[src/rtl/traffic_conflict_monitor_if.sv]
// Controller-to-lamp bus seen by the conflict monitor.
// fault_count exists only when TRAFFIC_MON_FAULT_CNT_EN is defined.
interface traffic_conflict_monitor_if;
  logic [2:0] red_in;
  logic [2:0] yellow_in;
  logic [2:0] green_in;
  logic       fault_clr;
  logic [2:0] red_out;
  logic [2:0] yellow_out;
  logic [2:0] green_out;
  logic       fault;
  logic [2:0] fault_code;
`ifdef TRAFFIC_MON_FAULT_CNT_EN
  logic [7:0] fault_count;
`endif

  modport master (
    output red_in, yellow_in, green_in, fault_clr,
    input  red_out, yellow_out, green_out, fault, fault_code
`ifdef TRAFFIC_MON_FAULT_CNT_EN
    , input fault_count
`endif
  );

  modport slave (
    input  red_in, yellow_in, green_in, fault_clr,
    output red_out, yellow_out, green_out, fault, fault_code
`ifdef TRAFFIC_MON_FAULT_CNT_EN
    , output fault_count
`endif
  );
endinterface

[src/rtl/traffic_conflict_monitor.sv]
// Safety stage between the junction controller and the lamp drivers: passes legal lamp
// words, latches illegal/conflicting/stalled conditions and flashes red until cleared.
// Optional FAULT-entry counter enabled by defining TRAFFIC_MON_FAULT_CNT_EN.
module traffic_conflict_monitor #(
  parameter int unsigned CONFLICT_FILT = 3,
  parameter int unsigned WDOG_MAX      = 1024,
  parameter int unsigned FLASH_DIV     = 8,
  parameter int unsigned STARTUP_CYC   = 16
) (
  input  logic                        clk,
  input  logic                        reset,
  traffic_conflict_monitor_if.slave   mon
);

  localparam int unsigned FILT_W = $clog2(CONFLICT_FILT + 1);
  localparam int unsigned WD_W   = $clog2(WDOG_MAX + 1);
  localparam int unsigned FL_W   = $clog2(FLASH_DIV + 1);
  localparam int unsigned SU_W   = $clog2(STARTUP_CYC + 1);

  typedef enum logic [1:0] {
    ST_STARTUP = 2'd0,
    ST_PASS    = 2'd1,
    ST_FAULT   = 2'd2
  } state_e;

  state_e             state_q, state_d;
  logic [SU_W-1:0]    su_q, su_d;
  logic [FILT_W-1:0]  filt_q, filt_d;
  logic [WD_W-1:0]    wd_q, wd_d;
  logic [FL_W-1:0]    fl_q, fl_d;
  logic               phase_q, phase_d;
  logic [8:0]         prev_q, prev_d;
  logic [1:0]         cause_q, cause_d;
  logic [2:0]         red_q, red_d;
  logic [2:0]         yellow_q, yellow_d;
  logic [2:0]         green_q, green_d;
  logic               fault_q, fault_d;
  logic [2:0]         code_q, code_d;
`ifdef TRAFFIC_MON_FAULT_CNT_EN
  logic [7:0]         cnt_q, cnt_d;
`endif

  // Per-sample legality checks
  logic [8:0]        word;
  logic [2:0]        one_hot;
  logic [2:0]        go;
  logic              lamp_err;
  logic              conflict;
  logic              viol;
  logic [1:0]        cause_run;

  assign word      = {mon.red_in, mon.yellow_in, mon.green_in};
  assign one_hot   = (mon.red_in ^ mon.yellow_in ^ mon.green_in) &
                     ~(mon.red_in & mon.yellow_in & mon.green_in);
  assign go        = mon.yellow_in | mon.green_in;
  assign lamp_err  = ~&one_hot;
  assign conflict  = (go[0] & go[1]) | (go[0] & go[2]) | (go[1] & go[2]);
  assign viol      = lamp_err | conflict;
  assign cause_run = cause_q | {conflict, lamp_err};

  // Saturating counter increments and trip conditions
  logic [SU_W-1:0]   su_inc;
  logic [FILT_W-1:0] filt_inc;
  logic [WD_W-1:0]   wd_inc;
  logic [FL_W-1:0]   fl_inc;
  logic              filt_trip;
  logic              wd_trip;

  assign su_inc    = (su_q == SU_W'(STARTUP_CYC)) ? su_q : su_q + SU_W'(1);
  assign filt_inc  = (filt_q == FILT_W'(CONFLICT_FILT)) ? filt_q : filt_q + FILT_W'(1);
  assign wd_inc    = (word != prev_q) ? '0 :
                     ((wd_q == WD_W'(WDOG_MAX)) ? wd_q : wd_q + WD_W'(1));
  assign fl_inc    = (fl_q == FL_W'(FLASH_DIV)) ? fl_q : fl_q + FL_W'(1);
  assign filt_trip = viol && (filt_inc == FILT_W'(CONFLICT_FILT));
  assign wd_trip   = (wd_inc == WD_W'(WDOG_MAX));

  always_comb begin
    state_d  = state_q;
    su_d     = su_q;
    filt_d   = filt_q;
    wd_d     = wd_q;
    fl_d     = fl_q;
    phase_d  = phase_q;
    prev_d   = word;
    cause_d  = cause_q;
    red_d    = red_q;
    yellow_d = yellow_q;
    green_d  = green_q;
    fault_d  = fault_q;
    code_d   = code_q;
`ifdef TRAFFIC_MON_FAULT_CNT_EN
    cnt_d    = cnt_q;
`endif

    unique case (state_q)
      ST_STARTUP: begin
        red_d    = 3'b111;
        yellow_d = 3'b000;
        green_d  = 3'b000;
        fault_d  = 1'b0;
        filt_d   = '0;
        wd_d     = '0;
        cause_d  = '0;
        if (su_inc == SU_W'(STARTUP_CYC)) begin
          state_d = ST_PASS;
          su_d    = '0;
        end else begin
          su_d    = su_inc;
        end
      end

      ST_PASS: begin
        wd_d = wd_inc;
        if (viol) begin
          filt_d  = filt_inc;
          cause_d = cause_run;
        end else begin
          filt_d   = '0;
          cause_d  = '0;
          red_d    = mon.red_in;
          yellow_d = mon.yellow_in;
          green_d  = mon.green_in;
        end
        // Filter expiry and watchdog may coincide; both contribute cause bits
        if (filt_trip || wd_trip) begin
          state_d  = ST_FAULT;
          code_d   = {wd_trip, filt_trip ? cause_run : 2'b00};
          fault_d  = 1'b1;
          red_d    = 3'b111;
          yellow_d = 3'b000;
          green_d  = 3'b000;
          phase_d  = 1'b1;
          fl_d     = '0;
`ifdef TRAFFIC_MON_FAULT_CNT_EN
          cnt_d    = (cnt_q == 8'hFF) ? cnt_q : cnt_q + 8'd1;
`endif
        end
      end

      ST_FAULT: begin
        if (fl_inc == FL_W'(FLASH_DIV)) begin
          fl_d    = '0;
          phase_d = ~phase_q;
        end else begin
          fl_d    = fl_inc;
        end
        red_d    = {3{phase_d}};
        yellow_d = 3'b000;
        green_d  = 3'b000;
        fault_d  = 1'b1;
        // Leaving FAULT is only allowed while the controller is presenting a legal word
        if (mon.fault_clr && !viol) begin
          state_d = ST_STARTUP;
          code_d  = 3'b000;
          fault_d = 1'b0;
          red_d   = 3'b111;
          su_d    = '0;
          filt_d  = '0;
          wd_d    = '0;
          cause_d = '0;
        end
      end

      default: begin
        state_d = ST_STARTUP;
      end
    endcase
  end

  always_ff @(posedge clk or negedge reset) begin
    if (!reset) begin
      state_q  <= ST_STARTUP;
      su_q     <= '0;
      filt_q   <= '0;
      wd_q     <= '0;
      fl_q     <= '0;
      phase_q  <= 1'b0;
      prev_q   <= '0;
      cause_q  <= '0;
      red_q    <= 3'b111;
      yellow_q <= 3'b000;
      green_q  <= 3'b000;
      fault_q  <= 1'b0;
      code_q   <= 3'b000;
`ifdef TRAFFIC_MON_FAULT_CNT_EN
      cnt_q    <= 8'h00;
`endif
    end else begin
      state_q  <= state_d;
      su_q     <= su_d;
      filt_q   <= filt_d;
      wd_q     <= wd_d;
      fl_q     <= fl_d;
      phase_q  <= phase_d;
      prev_q   <= prev_d;
      cause_q  <= cause_d;
      red_q    <= red_d;
      yellow_q <= yellow_d;
      green_q  <= green_d;
      fault_q  <= fault_d;
      code_q   <= code_d;
`ifdef TRAFFIC_MON_FAULT_CNT_EN
      cnt_q    <= cnt_d;
`endif
    end
  end

  assign mon.red_out    = red_q;
  assign mon.yellow_out = yellow_q;
  assign mon.green_out  = green_q;
  assign mon.fault      = fault_q;
  assign mon.fault_code = code_q;
`ifdef TRAFFIC_MON_FAULT_CNT_EN
  assign mon.fault_count = cnt_q;
`endif

endmodule

[src/flat_wrapper.sv]
// flat-port wrapper written by rule: the top's interface ports become plain ports
module traffic_conflict_monitor_flat 
#(
  parameter int unsigned CONFLICT_FILT = 3,
  parameter int unsigned WDOG_MAX      = 1024,
  parameter int unsigned FLASH_DIV     = 8,
  parameter int unsigned STARTUP_CYC   = 16
)
  (clk, reset, mon_red_in, mon_yellow_in, mon_green_in, mon_fault_clr, mon_red_out, mon_yellow_out, mon_green_out, mon_fault, mon_fault_code);
  traffic_conflict_monitor_if mon_i ();
  input  logic clk;
  input  logic reset;
  input wire logic [$bits(mon_i.red_in)-1:0] mon_red_in;
  input wire logic [$bits(mon_i.yellow_in)-1:0] mon_yellow_in;
  input wire logic [$bits(mon_i.green_in)-1:0] mon_green_in;
  input wire logic [$bits(mon_i.fault_clr)-1:0] mon_fault_clr;
  output wire logic [$bits(mon_i.red_out)-1:0] mon_red_out;
  output wire logic [$bits(mon_i.yellow_out)-1:0] mon_yellow_out;
  output wire logic [$bits(mon_i.green_out)-1:0] mon_green_out;
  output wire logic [$bits(mon_i.fault)-1:0] mon_fault;
  output wire logic [$bits(mon_i.fault_code)-1:0] mon_fault_code;
  assign mon_i.red_in = mon_red_in;
  assign mon_i.yellow_in = mon_yellow_in;
  assign mon_i.green_in = mon_green_in;
  assign mon_i.fault_clr = mon_fault_clr;
  assign mon_red_out = mon_i.red_out;
  assign mon_yellow_out = mon_i.yellow_out;
  assign mon_green_out = mon_i.green_out;
  assign mon_fault = mon_i.fault;
  assign mon_fault_code = mon_i.fault_code;
  traffic_conflict_monitor #(.CONFLICT_FILT(CONFLICT_FILT), .WDOG_MAX(WDOG_MAX), .FLASH_DIV(FLASH_DIV), .STARTUP_CYC(STARTUP_CYC)) u_core (.clk(clk), .reset(reset), .mon(mon_i));
endmodule
[config.mk]
export PLATFORM = sky130hd
export DESIGN_NAME = traffic_conflict_monitor_flat
export DESIGN_NICKNAME = d
export VERILOG_FILES = /design/src/rtl/traffic_conflict_monitor_if.sv /design/src/rtl/traffic_conflict_monitor.sv /design/src/flat_wrapper.sv
export SDC_FILE = /design/constraint.sdc
export NUM_CORES = 1
export LEC_CHECK = 0
export ABC_AREA = 1
export ABC_CLOCK_PERIOD_IN_PS = 2530
export BUFFER_PORTS_ARGS = -buffer_cell sky130_fd_sc_hd__clkbuf_2
export CORE_MARGIN = 10
export CORE_UTILIZATION = 55
export DETAILED_ROUTE_END_ITERATION = 10
export HOLD_SLACK_MARGIN = 0.08
export PLACE_DENSITY = 0.71
export SETUP_SLACK_MARGIN = 0.1
export SYNTH_ARGS = -nofsm -noshare
export SYNTH_HDL_FRONTEND = slang
export SYNTH_SLANG_ARGS = --single-unit
export TNS_END_PERCENT = 50
[constraint.sdc]
create_clock -name clk -period 2.53 [get_ports clk]
set_input_delay 0.3795 -clock clk [delete_from_list [all_inputs] [get_ports clk]]
set_output_delay 0.3795 -clock clk [all_outputs]
set_load 0.01 [all_outputs]
==> results <==
- Data on the critical path is required at its endpoint by 2.73 ns.
- STA classifies the critical path endpoint as a flip-flop.
- The y dimension of the die is 94.38 µm.
- The all-layer global routing usage is 0.1557.
- The cell count after placement is around 500.
- The clock tree skew after final layout is 0.01100 ns.
- Ranked by total cell area, the synthesized netlist is headed by sky130_fd_sc_hd__dfrtp_1 38%, sky130_fd_sc_hd__nand2_1 14%, sky130_fd_sc_hd__inv_1 6.7%, sky130_fd_sc_hd__ha_1 5.8%, sky130_fd_sc_hd__nand3_1 4.6%.
- Of all flip-flops after synthesis, the portion carrying an async set or reset was 1.000.
- Of the total power, the share spent switching nets is 0.4277.
- The proportion of power drawn by combinational gates is 0.460.
- The maximum achievable frequency is between 400 and 500 MHz.
- TritonCTS built the clock tree.
- The first global-routing pass estimated roughly 11000 µm of wire.
- The number of global-route vias before repair is between 2000 and 3000.
- The worst supply voltage drop on vdd is between 0.6 and 0.7 mV.
- For this configuration, the core starts out at a cell density of 0.5595.
- The critical path arrival is 2.37 ns.
- The first detailed-routing pass ran for 5 iterations.
- Setup repair after global routing left no endpoint under its margin.
- The worst reg2reg path depth is 16.
- The slew at the pin with the worst max-slew slack is 0.5285 ns.
- During synthesis, Yosys emitted a total of 0 warnings.
- Yosys mapped the design onto 34 distinct sky130hd cell types.
- The final RePlAce weighted congestion is 0.8472.
- The worst slew margin relative to its limit is 0.6464.
- The gate count after technology mapping is 401.
- The critical path is of the reg -> reg type.
- The floorplan step defined a die boundary enclosing 0.008908 mm².
- The quantity of I/O buffers inserted on ports is 24.
- The instance count along the most critical hold path is 1.
- At the end of the flow the core is filled with cells to 0.6230.
- The worst register-to-register path has a setup slack of 0.36 ns.
- The core area is 0.005439 mm².
- Following the worst setup path forward leads to its endpoint at u_core.mon.green_out[2].
- The worst-skew pair later-pin latency is 0.31 ns.
- The launch point of the worst path is u_core.wd_q[0].
- For this run, the register share of the synthesized area comes to 0.4042.
- The net switching power is 0.001332 W.
- The wire length per cell is approximately 13 µm.
- The origin of the critical flop-to-flop path is u_core.wd_q[0].
- The post-synthesis net count is 427.
- In the final layout, the share of cells above drive strength 1 is 0.1797.
- The post-placement cell area is 0.003238 mm².
- The prevailing post-synth register cell is sky130_fd_sc_hd__dfrtp_1.
- The count of antenna diodes in the layout is 0.
- Across the run, the number of max-cap violations was 0.
- The cell sitting at the root of the clock tree is a sky130_fd_sc_hd__clkbuf_8.
- The non-filler instance count after layout is 506.
- The clock net sink count is 49.
- The run finished with clean final reports.
- The total wirelength of the detailed-routed design is 6381 µm.
- The detailed placer's ending HPWL is 4980 µm.
- The width of the die is 94.38 µm.
- The mapped cell area is around 0.0030 mm².
- The largest single stage delay on the critical path is 0.43 ns.
- The critical path goes through inv_1 > ha_1 > inv_1 > nor2_1 > nand3_1 > nor2_2 > nor2_1 > nand3_1 > nand2_1 > nor2_1 > nand3_2 > nand3_1 > nand2_1 > buf_4 > nand2_1 > o21ai_2.
- The average instance area after synthesis is 7.588 µm².
- For this design, the slowest cell found on the critical path is sky130_fd_sc_hd__dfrtp_1.
- The area of the multi-input gates is 0.001543 mm².
- The longest clock path from root to sink contains 2 buffers.
- In this run, the number of DRC markers left after iteration 0 of detailed routing was approximately 120.
- 25 I/O pins were placed.
- After layout, the minimum clock period comes to 2.171 ns.
- Sorting the synthesized cells by how often they occur yields 115 x sky130_fd_sc_hd__nand2_1, 54 x sky130_fd_sc_hd__inv_1, 46 x sky130_fd_sc_hd__dfrtp_1.
- Across the whole layout, storage elements account for 0.001231 mm².
- The post-layout net count is 459.
- The share of the synthesized area in the top cell type is 0.3783.
- The internal power of the cells totals 0.001783 W.
- In this run the static leakage power is between 1.5 and 2 nW.
- Fill cells in the final layout number 494.
- The post-synthesis to final-layout area growth is 11.35%.
- The cell area power density is 919.4 mW/mm².
- The number of pins with negative max-slew slack in the final report came to 0.
- The kind of launch point of the worst setup path is a flip-flop.
- The number of H-tree levels is 2.
- The type of the worst min-delay path is in -> reg.
- The pre-CTS worst setup slack is around 0.20 ns.
- The register bit count reported by yosys is 49.
- The number of antenna violations at the first check in global routing is 0.
- Setup total negative slack on the finished layout was measured at 0 ns.
- The number of remaining DRC errors is 0.
- The final hold violation count is 0.
- The final period utilization is 0.8580.
- The number of clock buffers added by TritonCTS is 5.
- With fillers left out, the area of the finished cells amounts to 0.003388 mm².
- The via density per instance is about 5.1.
- The largest net degree at the start of global routing is 31.
- The worst path meets setup with 0.3592 ns of slack.
- Of all nets on the critical path, the largest fanout is 12.
- The synthesized design contains 0 enable-type register cells.
- The clock slew seen by the registers of the worst setup and hold paths is 0.09 ns.
- The detail route stage leaves a number of antenna-violating nets equal to 0.
- The library cell with the largest summed area after synthesis is sky130_fd_sc_hd__dfrtp_1.
- The detailed router placed 2588 vias in this run.
- The sequential fraction of design power is 0.352.
- The worst register-to-register path ends at u_core.mon.green_out[2].
- Among all cell types in the netlist, the one instantiated most often is sky130_fd_sc_hd__nand2_1.
- The clock power share is 0.188.
- The setup-violating endpoint count in the final report is 0.
- The number of rows created at floorplan is 27.
- The aggregate global routing overflow is 0.
==> worst max-delay path, delay by kind of cell, from the launching register on <==
family,cells,cell delay (ns)
simple gates,11,1.09
flops,1,0.43
buf+inv,3,0.33
fa+ha+maj,1,0.15
compound gates,1,0.05
==> flip-flops by register name (all words and copies together) (netlist names) <==
register	flops
u_core.wd_q	11
u_core.mon.fault	1
u_core.mon.green_out	3
u_core.phase_q	1
u_core.filt_q	2
u_core.fl_q	4
u_core.su_q	5
u_core.mon.fault_code	3
u_core.mon.red_out	3
u_core.state_q	2
u_core.cause_q	2
u_core.prev_q	9
u_core.mon.yellow_out	3
==> layout make-up <==
type,count,share of cell area
Clock buffer,7,0.02548
Tap cell,72,0.02659
Clock inverter,1,0.008863
Multi-Input combinational cell,286,0.4553
Timing Repair Buffer,33,0.05613
Inverter,58,0.06425
Sequential cell,49,0.3634
==> cells in the final DEF (no fill, tap or decap), types with 3 or more instances in the layout <==
cell and count:
sky130_fd_sc_hd__nand2_2 7, sky130_fd_sc_hd__xor2_1 6, sky130_fd_sc_hd__o22ai_1 5, sky130_fd_sc_hd__nand3_2 6, sky130_fd_sc_hd__inv_2 3, sky130_fd_sc_hd__nand2_1 114
sky130_fd_sc_hd__o21ai_0 12, sky130_fd_sc_hd__clkbuf_2 24, sky130_fd_sc_hd__buf_4 8, sky130_fd_sc_hd__nor2_1 35, sky130_fd_sc_hd__nor2_2 6, sky130_fd_sc_hd__ha_1 13
sky130_fd_sc_hd__nor3_1 5, sky130_fd_sc_hd__o31ai_1 7, sky130_fd_sc_hd__nand4_1 11, sky130_fd_sc_hd__dfrtp_1 45, sky130_fd_sc_hd__inv_1 54, sky130_fd_sc_hd__nand3_1 28
sky130_fd_sc_hd__dfstp_2 3, sky130_fd_sc_hd__a21oi_1 5, sky130_fd_sc_hd__clkbuf_8 6, sky130_fd_sc_hd__o21ai_2 6, sky130_fd_sc_hd__xnor2_1 6
==> logic make-up after synthesis <==
family,Yosys count,synth area share
compound gates,41,0.08717
xor+xnor,12,0.03454
fa+ha+maj,14,0.05757
buf+inv,66,0.09128
flops,49,0.4042
simple gates,219,0.3252
==> power groups by stage <==
stage,clock network [W],logic [W],registers [W]
6_report,0.000585,0.00143,0.00110
5_1_grt,0.000631,0.00165,0.00112
4_1_cts,0.000595,0.00143,0.00110
3_5_place_dp,0,0.00142,0.00111
3_3_place_gp,0,0.00139,0.00111
2_1_floorplan,0,0.00106,0.00112
==> through the flow <==
step	total power [W]	hold WS (ns)
after global placement	0.002498	0.3703
after global routing	0.003403	0.2241
final	0.003115	0.2335
after CTS	0.003126	0.2294
after floorplan	0.002186	0.08391
after detailed placement	0.002535	0.3725
==> worst min-delay path by stage <==
stage | from | endpoint | slack [ns]
after detailed placement | reset | u_core.wd_q[0] | 0.37
after global placement | reset | u_core.wd_q[0] | 0.37
after global routing | mon_red_in[2] | u_core.prev_q[8] | 0.22
final | mon_red_in[2] | u_core.prev_q[8] | 0.23
after floorplan | reset | u_core.cause_q[0] | 0.08
after CTS | mon_red_in[2] | u_core.prev_q[8] | 0.23
==> timing repair <==
item	in CTS	in global routing
resized for setup	0	4
buffers inserted	0	2
endpoints found under the setup margin	0	18
endpoints found under the hold margin	19	0
hold buffers	1	0
==> per-layer routing <==
metal	wire length, µm	up-vias	part of all wire	track usage
li1	-	1339	-	-
met1	3122	1192	0.49	0.2074
met2	2924	49	0.46	0.2386
met3	233	8	0.037	0.03965
met4	101	0	0.016	0.05696
met5	0	-	0	0
Note: power is estimated with default switching activity, not from simulation.
